File: src/rtl/matrix_det_pkg.sv
// matrix_det_pkg: shared types, term tables and helpers for the streaming
// determinant engine.
//   state_e      : engine FSM states (LOAD, CALC, OUT)
//   mode_e       : matrix size (2x2 or 3x3)
//   term_t       : one product term: sign plus three flat operand indices
//   term_lookup  : term table for both modes
//   term_last    : index of the final term for a mode
//   acc_width    : default accumulator width for a given element width
//   sat_max/min  : signed saturation limits for a w-bit result
package matrix_det_pkg;

    typedef enum logic [1:0] {
        ST_LOAD = 2'd0,
        ST_CALC = 2'd1,
        ST_OUT  = 2'd2
    } state_e;

    typedef enum logic {
        M2X2 = 1'b0,
        M3X3 = 1'b1
    } mode_e;

    // Wide enough for any realistic limit computation.
    localparam int LIMIT_W = 128;

    // Matrix storage is flat, index = row*3 + col, for both sizes.
    // IDX_ONE is not a storage slot: it selects the constant 1 operand.
    localparam logic [3:0] IDX_ONE = 4'd15;

    typedef struct packed {
        logic       neg;
        logic [3:0] a;
        logic [3:0] b;
        logic [3:0] c;
    } term_t;

    function automatic int acc_width(input int data_w);
        return 3 * data_w + 3;
    endfunction

    function automatic logic signed [LIMIT_W-1:0] sat_max(input int w);
        logic signed [LIMIT_W-1:0] one;
        one = {{(LIMIT_W-1){1'b0}}, 1'b1};
        return (one <<< (w - 1)) - one;
    endfunction

    function automatic logic signed [LIMIT_W-1:0] sat_min(input int w);
        logic signed [LIMIT_W-1:0] one;
        one = {{(LIMIT_W-1){1'b0}}, 1'b1};
        return -(one <<< (w - 1));
    endfunction

    // 2x2: +a00*a11, -a01*a10 (third operand constant 1).
    // 3x3: Sarrus, three positive diagonals then three negative ones.
    function automatic term_t term_lookup(input mode_e m, input logic [2:0] k);
        term_t t;
        t = '{neg: 1'b0, a: 4'd0, b: 4'd4, c: IDX_ONE};
        if (m == M2X2) begin
            case (k)
                3'd0:    t = '{neg: 1'b0, a: 4'd0, b: 4'd4, c: IDX_ONE};
                default: t = '{neg: 1'b1, a: 4'd1, b: 4'd3, c: IDX_ONE};
            endcase
        end else begin
            case (k)
                3'd0:    t = '{neg: 1'b0, a: 4'd0, b: 4'd4, c: 4'd8};
                3'd1:    t = '{neg: 1'b0, a: 4'd1, b: 4'd5, c: 4'd6};
                3'd2:    t = '{neg: 1'b0, a: 4'd2, b: 4'd3, c: 4'd7};
                3'd3:    t = '{neg: 1'b1, a: 4'd2, b: 4'd4, c: 4'd6};
                3'd4:    t = '{neg: 1'b1, a: 4'd0, b: 4'd5, c: 4'd7};
                default: t = '{neg: 1'b1, a: 4'd1, b: 4'd3, c: 4'd8};
            endcase
        end
        return t;
    endfunction

    function automatic logic [2:0] term_last(input mode_e m);
        return (m == M3X3) ? 3'd5 : 3'd1;
    endfunction

endpackage

File: src/rtl/matrix_det_sat.sv
// matrix_det_sat: combinational signed saturator from the accumulator width
// down to the determinant width.
//   acc_in  : ACC_W two's-complement value
//   det_out : DET_W value, clamped to the signed DET_W range
//   ovf     : high when acc_in lies outside that range
module matrix_det_sat
    import matrix_det_pkg::*;
#(
    parameter int ACC_W = 51,
    parameter int DET_W = 16
) (
    input  logic [ACC_W-1:0] acc_in,
    output logic [DET_W-1:0] det_out,
    output logic             ovf
);

    localparam logic signed [LIMIT_W-1:0] MAX_L = sat_max(DET_W);
    localparam logic signed [LIMIT_W-1:0] MIN_L = sat_min(DET_W);
    localparam logic signed [ACC_W-1:0]   MAX_A = MAX_L[ACC_W-1:0];
    localparam logic signed [ACC_W-1:0]   MIN_A = MIN_L[ACC_W-1:0];

    logic signed [ACC_W-1:0] acc_s;
    assign acc_s = $signed(acc_in);

    always_comb begin
        det_out = acc_in[DET_W-1:0];
        ovf     = 1'b0;
        if (acc_s > MAX_A) begin
            det_out = MAX_L[DET_W-1:0];
            ovf     = 1'b1;
        end else if (acc_s < MIN_A) begin
            det_out = MIN_L[DET_W-1:0];
            ovf     = 1'b1;
        end
    end

endmodule

File: src/rtl/matrix_det_engine.sv
// matrix_det_engine: streaming signed determinant of a 2x2 or 3x3 matrix.
//   clk, rst_n  : clock, asynchronous active-low reset
//   mode_3x3    : size select, captured with the first element of a matrix
//   in_data     : matrix element, row-major
//   in_valid    : element present          in_ready : engine takes it
//   abort       : drop the current matrix or pending result
//   det         : saturated determinant    overflow : result was clamped
//   det_valid   : result present           det_ready: consumer takes it
//   busy        : computing, or partway through loading a matrix
//   dbg_state   : current FSM state (state_e encoding)
//
// Handshakes: a transfer happens on a rising edge where valid and ready are
// both high. Input side: in_ready is high only in LOAD. Output side:
// det_valid is high only in OUT; det/overflow are stable until det_ready.
// abort overrides both handshakes in the same cycle.
module matrix_det_engine
    import matrix_det_pkg::*;
#(
    parameter int DATA_W = 16,
    parameter int DET_W  = 16,
    parameter int ACC_W  = 3 * DATA_W + 3
) (
    input  logic              clk,
    input  logic              rst_n,
    input  logic              mode_3x3,
    input  logic [DATA_W-1:0] in_data,
    input  logic              in_valid,
    output logic              in_ready,
    input  logic              abort,
    output logic [DET_W-1:0]  det,
    output logic              det_valid,
    input  logic              det_ready,
    output logic              overflow,
    output logic              busy,
    output logic [1:0]        dbg_state
);

    localparam int PROD_W = 3 * DATA_W;

    state_e            state_q, state_d;
    mode_e             mode_q, mode_d;
    logic [3:0]        elem_cnt_q, elem_cnt_d;
    logic [1:0]        row_q, row_d;
    logic [1:0]        col_q, col_d;
    logic [ACC_W-1:0]  acc_q, acc_d;
    logic [2:0]        term_idx_q, term_idx_d;
    logic [DET_W-1:0]  det_q, det_d;
    logic              ovf_q, ovf_d;

    logic [DATA_W-1:0] mat_q [0:8];
    logic              store_en;
    logic [3:0]        wr_idx;

    mode_e             cur_mode;
    term_t             term;
    logic [DATA_W-1:0] op_a, op_b, op_c;
    logic signed [PROD_W-1:0] a_x, b_x, c_x, prod;
    logic [ACC_W-1:0]  term_x, acc_sum;
    logic [DET_W-1:0]  sat_det;
    logic              sat_ovf;

    function automatic logic [DATA_W-1:0] op_val(input logic [3:0] idx);
        if (idx == IDX_ONE) begin
            return {{(DATA_W-1){1'b0}}, 1'b1};
        end
        return mat_q[idx];
    endfunction

    // Size comes from the input pin on the first element, then from the latch.
    assign cur_mode = (elem_cnt_q == 4'd0) ? mode_e'(mode_3x3) : mode_q;
    assign wr_idx   = ({2'b00, row_q} * 4'd3) + {2'b00, col_q};

    // Shared multiplier: operands sign-extended to the full product width,
    // so the 3-way product is exact.
    assign term = term_lookup(mode_q, term_idx_q);
    assign op_a = op_val(term.a);
    assign op_b = op_val(term.b);
    assign op_c = op_val(term.c);
    assign a_x  = {{(PROD_W-DATA_W){op_a[DATA_W-1]}}, op_a};
    assign b_x  = {{(PROD_W-DATA_W){op_b[DATA_W-1]}}, op_b};
    assign c_x  = {{(PROD_W-DATA_W){op_c[DATA_W-1]}}, op_c};
    assign prod = a_x * b_x * c_x;
    assign term_x  = {{(ACC_W-PROD_W){prod[PROD_W-1]}}, prod};
    assign acc_sum = term.neg ? (acc_q - term_x) : (acc_q + term_x);

    matrix_det_sat #(
        .ACC_W (ACC_W),
        .DET_W (DET_W)
    ) u_sat (
        .acc_in  (acc_sum),
        .det_out (sat_det),
        .ovf     (sat_ovf)
    );

    always_comb begin
        state_d    = state_q;
        mode_d     = mode_q;
        elem_cnt_d = elem_cnt_q;
        row_d      = row_q;
        col_d      = col_q;
        acc_d      = acc_q;
        term_idx_d = term_idx_q;
        det_d      = det_q;
        ovf_d      = ovf_q;
        store_en   = 1'b0;

        case (state_q)
            ST_LOAD: begin
                if (in_valid && !abort) begin
                    store_en   = 1'b1;
                    mode_d     = cur_mode;
                    elem_cnt_d = elem_cnt_q + 4'd1;
                    if (col_q == ((cur_mode == M3X3) ? 2'd2 : 2'd1)) begin
                        col_d = 2'd0;
                        row_d = row_q + 2'd1;
                    end else begin
                        col_d = col_q + 2'd1;
                    end
                    if (elem_cnt_q == ((cur_mode == M3X3) ? 4'd8 : 4'd3)) begin
                        state_d    = ST_CALC;
                        acc_d      = '0;
                        term_idx_d = 3'd0;
                        row_d      = 2'd0;
                        col_d      = 2'd0;
                    end
                end
            end
            ST_CALC: begin
                acc_d      = acc_sum;
                term_idx_d = term_idx_q + 3'd1;
                if (term_idx_q == term_last(mode_q)) begin
                    state_d = ST_OUT;
                    det_d   = sat_det;
                    ovf_d   = sat_ovf;
                end
            end
            ST_OUT: begin
                if (det_ready) begin
                    state_d    = ST_LOAD;
                    ovf_d      = 1'b0;
                    elem_cnt_d = 4'd0;
                end
            end
            default: begin
                state_d = ST_LOAD;
            end
        endcase

        // abort wins over any handshake; the last reported det is kept.
        if (abort) begin
            state_d    = ST_LOAD;
            elem_cnt_d = 4'd0;
            row_d      = 2'd0;
            col_d      = 2'd0;
            ovf_d      = 1'b0;
            det_d      = det_q;
            store_en   = 1'b0;
        end
    end

    always_ff @(posedge clk or negedge rst_n) begin
        if (!rst_n) begin
            state_q    <= ST_LOAD;
            mode_q     <= M2X2;
            elem_cnt_q <= 4'd0;
            row_q      <= 2'd0;
            col_q      <= 2'd0;
            acc_q      <= '0;
            term_idx_q <= 3'd0;
            det_q      <= '0;
            ovf_q      <= 1'b0;
        end else begin
            state_q    <= state_d;
            mode_q     <= mode_d;
            elem_cnt_q <= elem_cnt_d;
            row_q      <= row_d;
            col_q      <= col_d;
            acc_q      <= acc_d;
            term_idx_q <= term_idx_d;
            det_q      <= det_d;
            ovf_q      <= ovf_d;
        end
    end

    // Element storage is not reset: every slot is rewritten before use.
    always_ff @(posedge clk) begin
        if (store_en) begin
            mat_q[wr_idx] <= in_data;
        end
    end

    assign in_ready  = (state_q == ST_LOAD);
    assign det_valid = (state_q == ST_OUT);
    assign det       = det_q;
    assign overflow  = ovf_q;
    assign busy      = (state_q == ST_CALC) ||
                       ((state_q == ST_LOAD) && (elem_cnt_q != 4'd0));
    assign dbg_state = state_q;

endmodule

File: config.mk
export PLATFORM = sky130hd
export DESIGN_NAME = matrix_det_engine
export DESIGN_NICKNAME = d
export VERILOG_FILES = /design/src/rtl/matrix_det_pkg.sv /design/src/rtl/matrix_det_sat.sv /design/src/rtl/matrix_det_engine.sv
export SDC_FILE = /design/constraint.sdc
export NUM_CORES = 2
export LEC_CHECK = 0
export CAP_MARGIN = 10
export CORE_UTILIZATION = 40
export DETAILED_ROUTE_END_ITERATION = 8
export GPL_ROUTABILITY_DRIVEN = 0
export HOLD_SLACK_MARGIN = 0.12
export PLACE_DENSITY_LB_ADDON = 0.1
export SYNTH_ARGS = -nofsm -noshare
export SYNTH_HDL_FRONTEND = slang
export SYNTH_SLANG_ARGS = --single-unit
File: constraint.sdc
create_clock -name clk -period 18.4 [get_ports clk]
set_clock_uncertainty 0.05 [all_clocks]
set_input_delay 5.52 -clock clk [delete_from_list [all_inputs] [get_ports clk]]
set_output_delay 5.52 -clock clk [all_outputs]
set_load 0.02 [all_outputs]
# Yosys cells after proc, flatten, opt, wreduce, memory -nomap -nowiden
# Memory sizes are Yosys's and may differ from the RTL's.
# Cells that the tools add are included.
[totals]
register_bits = 82
mem_bits_rw = 144
inputBits = 22
output_inout_bits = 22
wordCells = 119
n_memories = 1
[mem_list]
columns = ["memory", "words", "word_bits", "rd", "rd_ports_with_merged_regs", "write_ports", "line", "rtl"]
rows = [
  ["mat_q", 9, 16, 3, 0, 1, "matrix_det_engine.sv:50", "logic [DATA_W-1:0] mat_q [0:8];"],
]
[op_classes]
addsub = 7
mul = 3
magnitude_cmp = 2
n_eq_ne = 18
n_mux = 56
bitwise_logic = 1
reduce_logical = 22
[op_table]
columns = ["op", "count"]
rows = [
  ["$mux 51", 3],
  ["$mux 16", 8],
  ["$pmux 51 s2", 1],
  ["$pmux 13 s5", 1],
  ["$add 51x51->51", 1],
  ["$gt 51x16->1 const B", 1],
  ["$lt 51x16->1 const B", 1],
  ["$sub 51x51->51", 1],
  ["$mul 32x16->48", 1],
  ["$mul 16x16->32", 1],
  ["$mux 2", 16],
  ["$mux 13", 2],
  ["$mux 4", 4],
  ["$reduce_and 3->1", 5],
  ["$mux 1", 14],
  ["$eq 4x4->1 const B", 3],
  ["$mux 3", 3],
  ["$reduce_bool 3->1", 3],
  ["$pmux 4 s2", 1],
  ["$eq 3x2->1 const B", 2],
  ["$ne 3x1->1 const B", 2],
  ["$pmux 2 s3", 1],
  ["$pmux 3 s2", 1],
  ["$reduce_bool 2->1", 3],
  ["26 further kinds", 30],
]

# Logic depth before layout (Yosys ltp)
[logic_depth]
depth_word = 16
depth_mapped = 82
mapped_depth_nobuf = 73

# Cells and area by module
# Synthesis repeated with hierarchy kept, for this count alone.
[hier_totals]
cells_unflattened = 4518
hier_area_um2 = 41396.0
[by_module_without_submodules]
columns = ["module", "n_inst", "cells_each", "area_each_um2", "seq_area_each_um2"]
rows = [
  ["matrix_det_engine", 1, 4439, 40879.2, 6376.1],
  ["matrix_det_sat", 1, 79, 516.7, 0.0],
]

# Worst setup path after synthesis
# Ideal clock, no wire load.
[synth_timing]
path_type = "register -> register"
start = "reg term_idx_q[0]"
end = "reg det_q[7] (netlist: det[7])"
setup_time_ns = 0.126
t_arrival_ns = 17.937
required_ns = 18.224
path_slack_ns = 0.287
stages_incl_launch_ff = 77
n_path_buf = 9
period_less_slack_ns = 18.113
path_cell_list = "dfrtp_1 > ha_1 > ha_1 > a21oi_1 > a211o_1 > clkbuf_1 > clkbuf_1 > buf_1 > mux2i_1 > mux2i_1 > clkbuf_1 > nand2_1 > fa_1 > fa_1 > fa_1 > inv_1 > fa_1 > inv_1 > [... 41 more ...] > ha_1 > clkbuf_1 > a21oi_1 > o21ai_0 > a41o_1 > a2111o_1 > o21ai_0 > o21ai_1 > mux2i_1 > a211o_1 > nor4_1 > nand2_1 > nor3_1 > nand3_1 > and3_1 > buf_4 > buf_6 > a221o_1"
[synth_between]
elab_chain_cells = 13
word_cells_on_any_way = 29
cone_classes = "2 x add/sub; 2 x mul; 2 x order compare; 8 x eq/ne; 12 x mux; 2 x reduce/logical; 1 x memory"
[synth_rtl]
columns = ["element", "line", "rtl"]
rows = [
  ["from (decl)", "matrix_det_engine.sv:46", "logic [2:0] term_idx_q, term_idx_d;"],
  ["from (signal assigned)", "matrix_det_engine.sv:179", "term_idx_q <= term_idx_d;"],
  ["parallel branches: the longest is 13 deep, another holds $add 51x51->51", "--", ""],
  ["to (signal assigned)", "matrix_det_engine.sv:180", "det_q <= det_d;"],
  ["to (decl)", "matrix_det_engine.sv:47", "logic [DET_W-1:0] det_q, det_d;"],
]
# Several ways; the timed one is not identified.
# A chain may end at the register's enable or synchronous reset.

# Worst setup path after layout
[layout_timing]
start = "reg term_idx_q[0]"
end = "reg ovf_q (netlist: overflow)"
[layout_between]
elab_chain_cells = 16
word_cells_on_any_way = 33
cone_classes = "2 x add/sub; 2 x mul; 2 x order compare; 9 x eq/ne; 15 x mux; 2 x reduce/logical; 1 x memory"
[layout_rtl]
columns = ["element", "line", "rtl"]
rows = [
  ["parallel branches: the longest is 16 deep, another holds $add 51x51->51", "--", ""],
  ["to (signal assigned)", "matrix_det_engine.sv:181", "ovf_q <= ovf_d;"],
  ["to (decl)", "matrix_det_engine.sv:48", "logic ovf_q, ovf_d;"],
]
# Several ways; the timed one is not identified. The select of a mux whose other input is x is not followed.

==> impl_results.md <==
* Sum Neg Setup Slack at 0 ps
* Post-synthesis mux area share at 2.219%
* Fin. Hold Viols at 0
* Core area at 0.1020 mm2
* Worst-path clk slew at 70 ps
* Reg2Reg Depth at 71
* Die width at ~320 um
* Hold depth at 2
* Dpl hpwl at 106100 um
* Total gr overflow at 0
* Vias in the first global route at approximately 32000
* CTS max path bufs at 3
* Post-CTS Hold Buffers at 0
* Asr flop ratio synth at 36.28%
* Startpoint Class: register
* Port Buf Inserts at 43
* Warning count from the yosys run at 0
* Req. time, crit path at 18800 ps
* Status: completed
* Max_slew headroom at between 30 and 40%
* Area Growth Syn to Fin at 11.16%
* Row cnt at 117
* Worst path arrival time at 18050 ps
* Gr usage total at 24.60%
* Post-synthesis compound-gate area fraction at 10.27%
* Peak Freq at 0.05668 GHz
* Slowest CP cell: or4_1
* Largest family of logic cells by synthesized area: adder cells
* Top cells by area, synth: fa_1 (36%), edfxtp_1 (10%), inv_1 (8.1%)
* DP Worst Slack at 195.8 ps
* Max Slew Vio Count at 0
* Worst-Margin Slew at 975.5 ps
* Top delay family on crit path: adder cells
* Clk sinks at 226
* Wire per inst at slightly above 20 um
* Nets at 5733
* Final Setup Violations at 0
* MaxCap Viol Count at 0
* Crit path buffers/inverters at 12
* EDFF count, synth at between 100 and 150
* Root buffer cell: clkbuf_16
* Initial antenna violation count at 2
* Ant diodes at 0
* Mapped cell area at 0.04133 mm2
* Synth Flop Type: edfxtp_1
* Period minus WS final at 17640 ps
* Starting Density at 40.50%
* H-tree level count at 1
* DRT iter0 DRCs at 2382
* Adder-Cell Fraction of Synth Area at 43.85%
* Post-Route WL at ~130000 um
* Chip height at approximately 320 um
* Vias at about 32000
* Critical Path End Type: register
* Syn Nets at around 5600
* Vias per cell at approximately 5.2
* Post-Syn Instances at 4551
* Share of layout cells above drive strength 1 at 9.014%
* Netlist cell types at about 100
* CP peak stage delay at 580 ps
* Hold Path Class: reg -> reg
* First-pass GRT wire length at 195100 um
* Share of the synthesized area in the top cell type at 36.04%
* Worst-skew pair later-pin latency at 570 ps
* Pin count of the biggest net entering global routing at 60
* Worst Path Max Fanout at 15
* Final WS setup at 756.2 ps
* Synth Area in XOR/XNOR at 4.484%
* WS Path Type: reg -> reg
* Crit path depth at 71
* Design Area, Final at roughly 0.046 mm2
* #FFs+latches synth at 226
* Simple-gate portion of the synthesized area at 14.05%
* Period Utilization, post-route at 95.89%
* I/O Pins at 44
* Final antenna-violating net count at 0
* Initial DRT Pass Iterations at 7
* Residual DRC at 0
* Dominant cell type by area after synthesis: fa_1
* Sequential area share after synthesis at 15.43%
* Die area at 0.1046 mm2
* CTS tree: done
* Post-DP Area at 0.04471 mm2
* Crit path top cell by count: fa_1
* Mapped Avg Cell Area at 9.081 um2
* TritonCTS buffer count at 23
-- state kept, by name, summed over array words and instances, names as in the netlist, 2 cells and up --
| signal | count |
|---|---|
| acc_q | 51 |
| col_q | 2 |
| dbg_state | 2 |
| det | 16 |
| elem_cnt_q | 4 |
| mat_q | 144 |
| row_q | 2 |
| term_idx_q | 3 |
-- stage by stage --
| step | hold slack, ps | util (%) | instances |
|---|---|---|---|
| finish | 453.4 | 45.02 | 6094 |
| CTS | 447.2 | 44.55 | 6071 |
| floorplan | 399.8 | - | 4551 |
| global route | 482.8 | 45.02 | 6094 |
| global placement | 410.9 | 43.82 | 6029 |
| detailed placement | 430.7 | 43.82 | 6029 |
-- worst register-to-register path, delay by kind of cell, from the launching register on --
kind | cells | cell delay (ps)
AOI/OAI and AO/OA | 17 | 4080
xor gates and xnor gates | 4 | 910
adders and majority gates | 16 | 7010
buffers and inverters | 12 | 1150
DFF | 1 | 440
muxes | 1 | 300
and+or+nand+nor | 21 | 3600
-- path summary, 6_finish.rpt --
path / slack, ps / end / from
max in group asynchronous: 12320 / acc_q[27] / rst_n
min: 450 / acc_q[45] / acc_q[45]
max: 760 / overflow / term_idx_q[0]
min reg2reg: 450 / acc_q[45] / acc_q[45]
min in group asynchronous: 4830 / elem_cnt_q[1] / rst_n
max reg2reg: 760 / overflow / term_idx_q[0]
-- what timing repair did --
| item | in CTS | in global routing |
|---|---|---|
| gates resized for setup | 0 | 65 |
| endpoints found under the setup margin | 0 | 18 |
| buffers inserted | 0 | 21 |
| hold endpoints to repair | 0 | 0 |
-- layer usage --
| layer | GRT usage, % | vias to the layer above | routed length [um] |
|---|---|---|---|
| met5 | 0 | - | 0 |
| li1 | - | 14660 | - |
| met1 | 37.89 | 16150 | 60780 |
| met2 | 37.59 | 968 | 56030 |
| met4 | 4.223 | 0 | 2197 |
| met3 | 2.436 | 122 | 7454 |
-- cell usage after synthesis (11+ instances only) --
| cell type | n |
|---|---|
| a211oi_1 | 15 |
| a21o_1 | 75 |
| a21oi_1 | 147 |
| a221o_1 | 14 |
| a22o_1 | 37 |
| a31oi_1 | 19 |
| and2_1 | 32 |
| and3_1 | 19 |
| clkbuf_1 | 154 |
| dfrtp_1 | 82 |
| edfxtp_1 | 144 |
| fa_1 | 744 |
| ha_1 | 258 |
| inv_1 | 890 |
| mux2_2 | 21 |
| mux2i_1 | 59 |
| nand2_1 | 566 |
| nand2b_1 | 28 |
| nand3_1 | 49 |
| nand4_1 | 28 |
| nor2_1 | 481 |
| nor2b_1 | 26 |
| nor3_1 | 34 |
| nor4_1 | 12 |
| o211ai_1 | 11 |
| o21a_1 | 32 |
| o21ai_0 | 112 |
| o21ai_1 | 32 |
| o21bai_1 | 19 |
| or3_1 | 14 |
| xnor2_1 | 133 |
| xor2_1 | 73 |
-- layout make-up --
cell class,instances,area [um2]
Inverter,891,3352
Clock buffer,31,635.6
Fill cell,10110,56100
Sequential cell,226,6376
Clock inverter,11,112.6
Timing Repair Buffer,302,2396
Tap cell,1368,1712
Multi-Input combinational cell,3265,31360
-- layout by cell type, fill, tap and decap left out, types with 18 or more instances in the layout --
cell type | netlist | final
nor3_1 | 34 | 25
a31oi_1 | 19 | 18
a21o_1 | 75 | 75
nand3_1 | 49 | 48
mux2i_1 | 59 | 58
edfxtp_1 | 144 | 144
nand2b_1 | 28 | 28
nand4_1 | 28 | 28
a21oi_1 | 147 | 143
nand2_1 | 566 | 566
nor2b_1 | 26 | 25
and2_1 | 32 | 32
xnor2_1 | 133 | 130
fa_1 | 744 | 744
o21ai_0 | 112 | 97
a22o_1 | 37 | 37
inv_1 | 890 | 887
mux2_2 | 21 | 18
o21bai_1 | 19 | 18
dfrtp_1 | 82 | 82
clkdlybuf4s50_1 | 0 | 42
xor2_1 | 73 | 72
clkbuf_16 | 0 | 23
ha_1 | 258 | 254
buf_4 | 2 | 256
and3_1 | 19 | 18
o21a_1 | 32 | 30
nor2_1 | 481 | 478
o21ai_1 | 32 | 32
-- cell families (layout without fill, tap and decap cells) --
logic type / Yosys count / after routing
buf+inv: 1062 / 1235
fa+ha+maj: 1002 / 1002
flops: 226 / 226
mux: 84 / 84
compound gates: 628 / 630
xor+xnor: 209 / 209
simple gates: 1340 / 1340
Power is left out: the tool's default activity adds up to more than one toggle a clock period on the data nets, which glitch-free logic cannot reach.
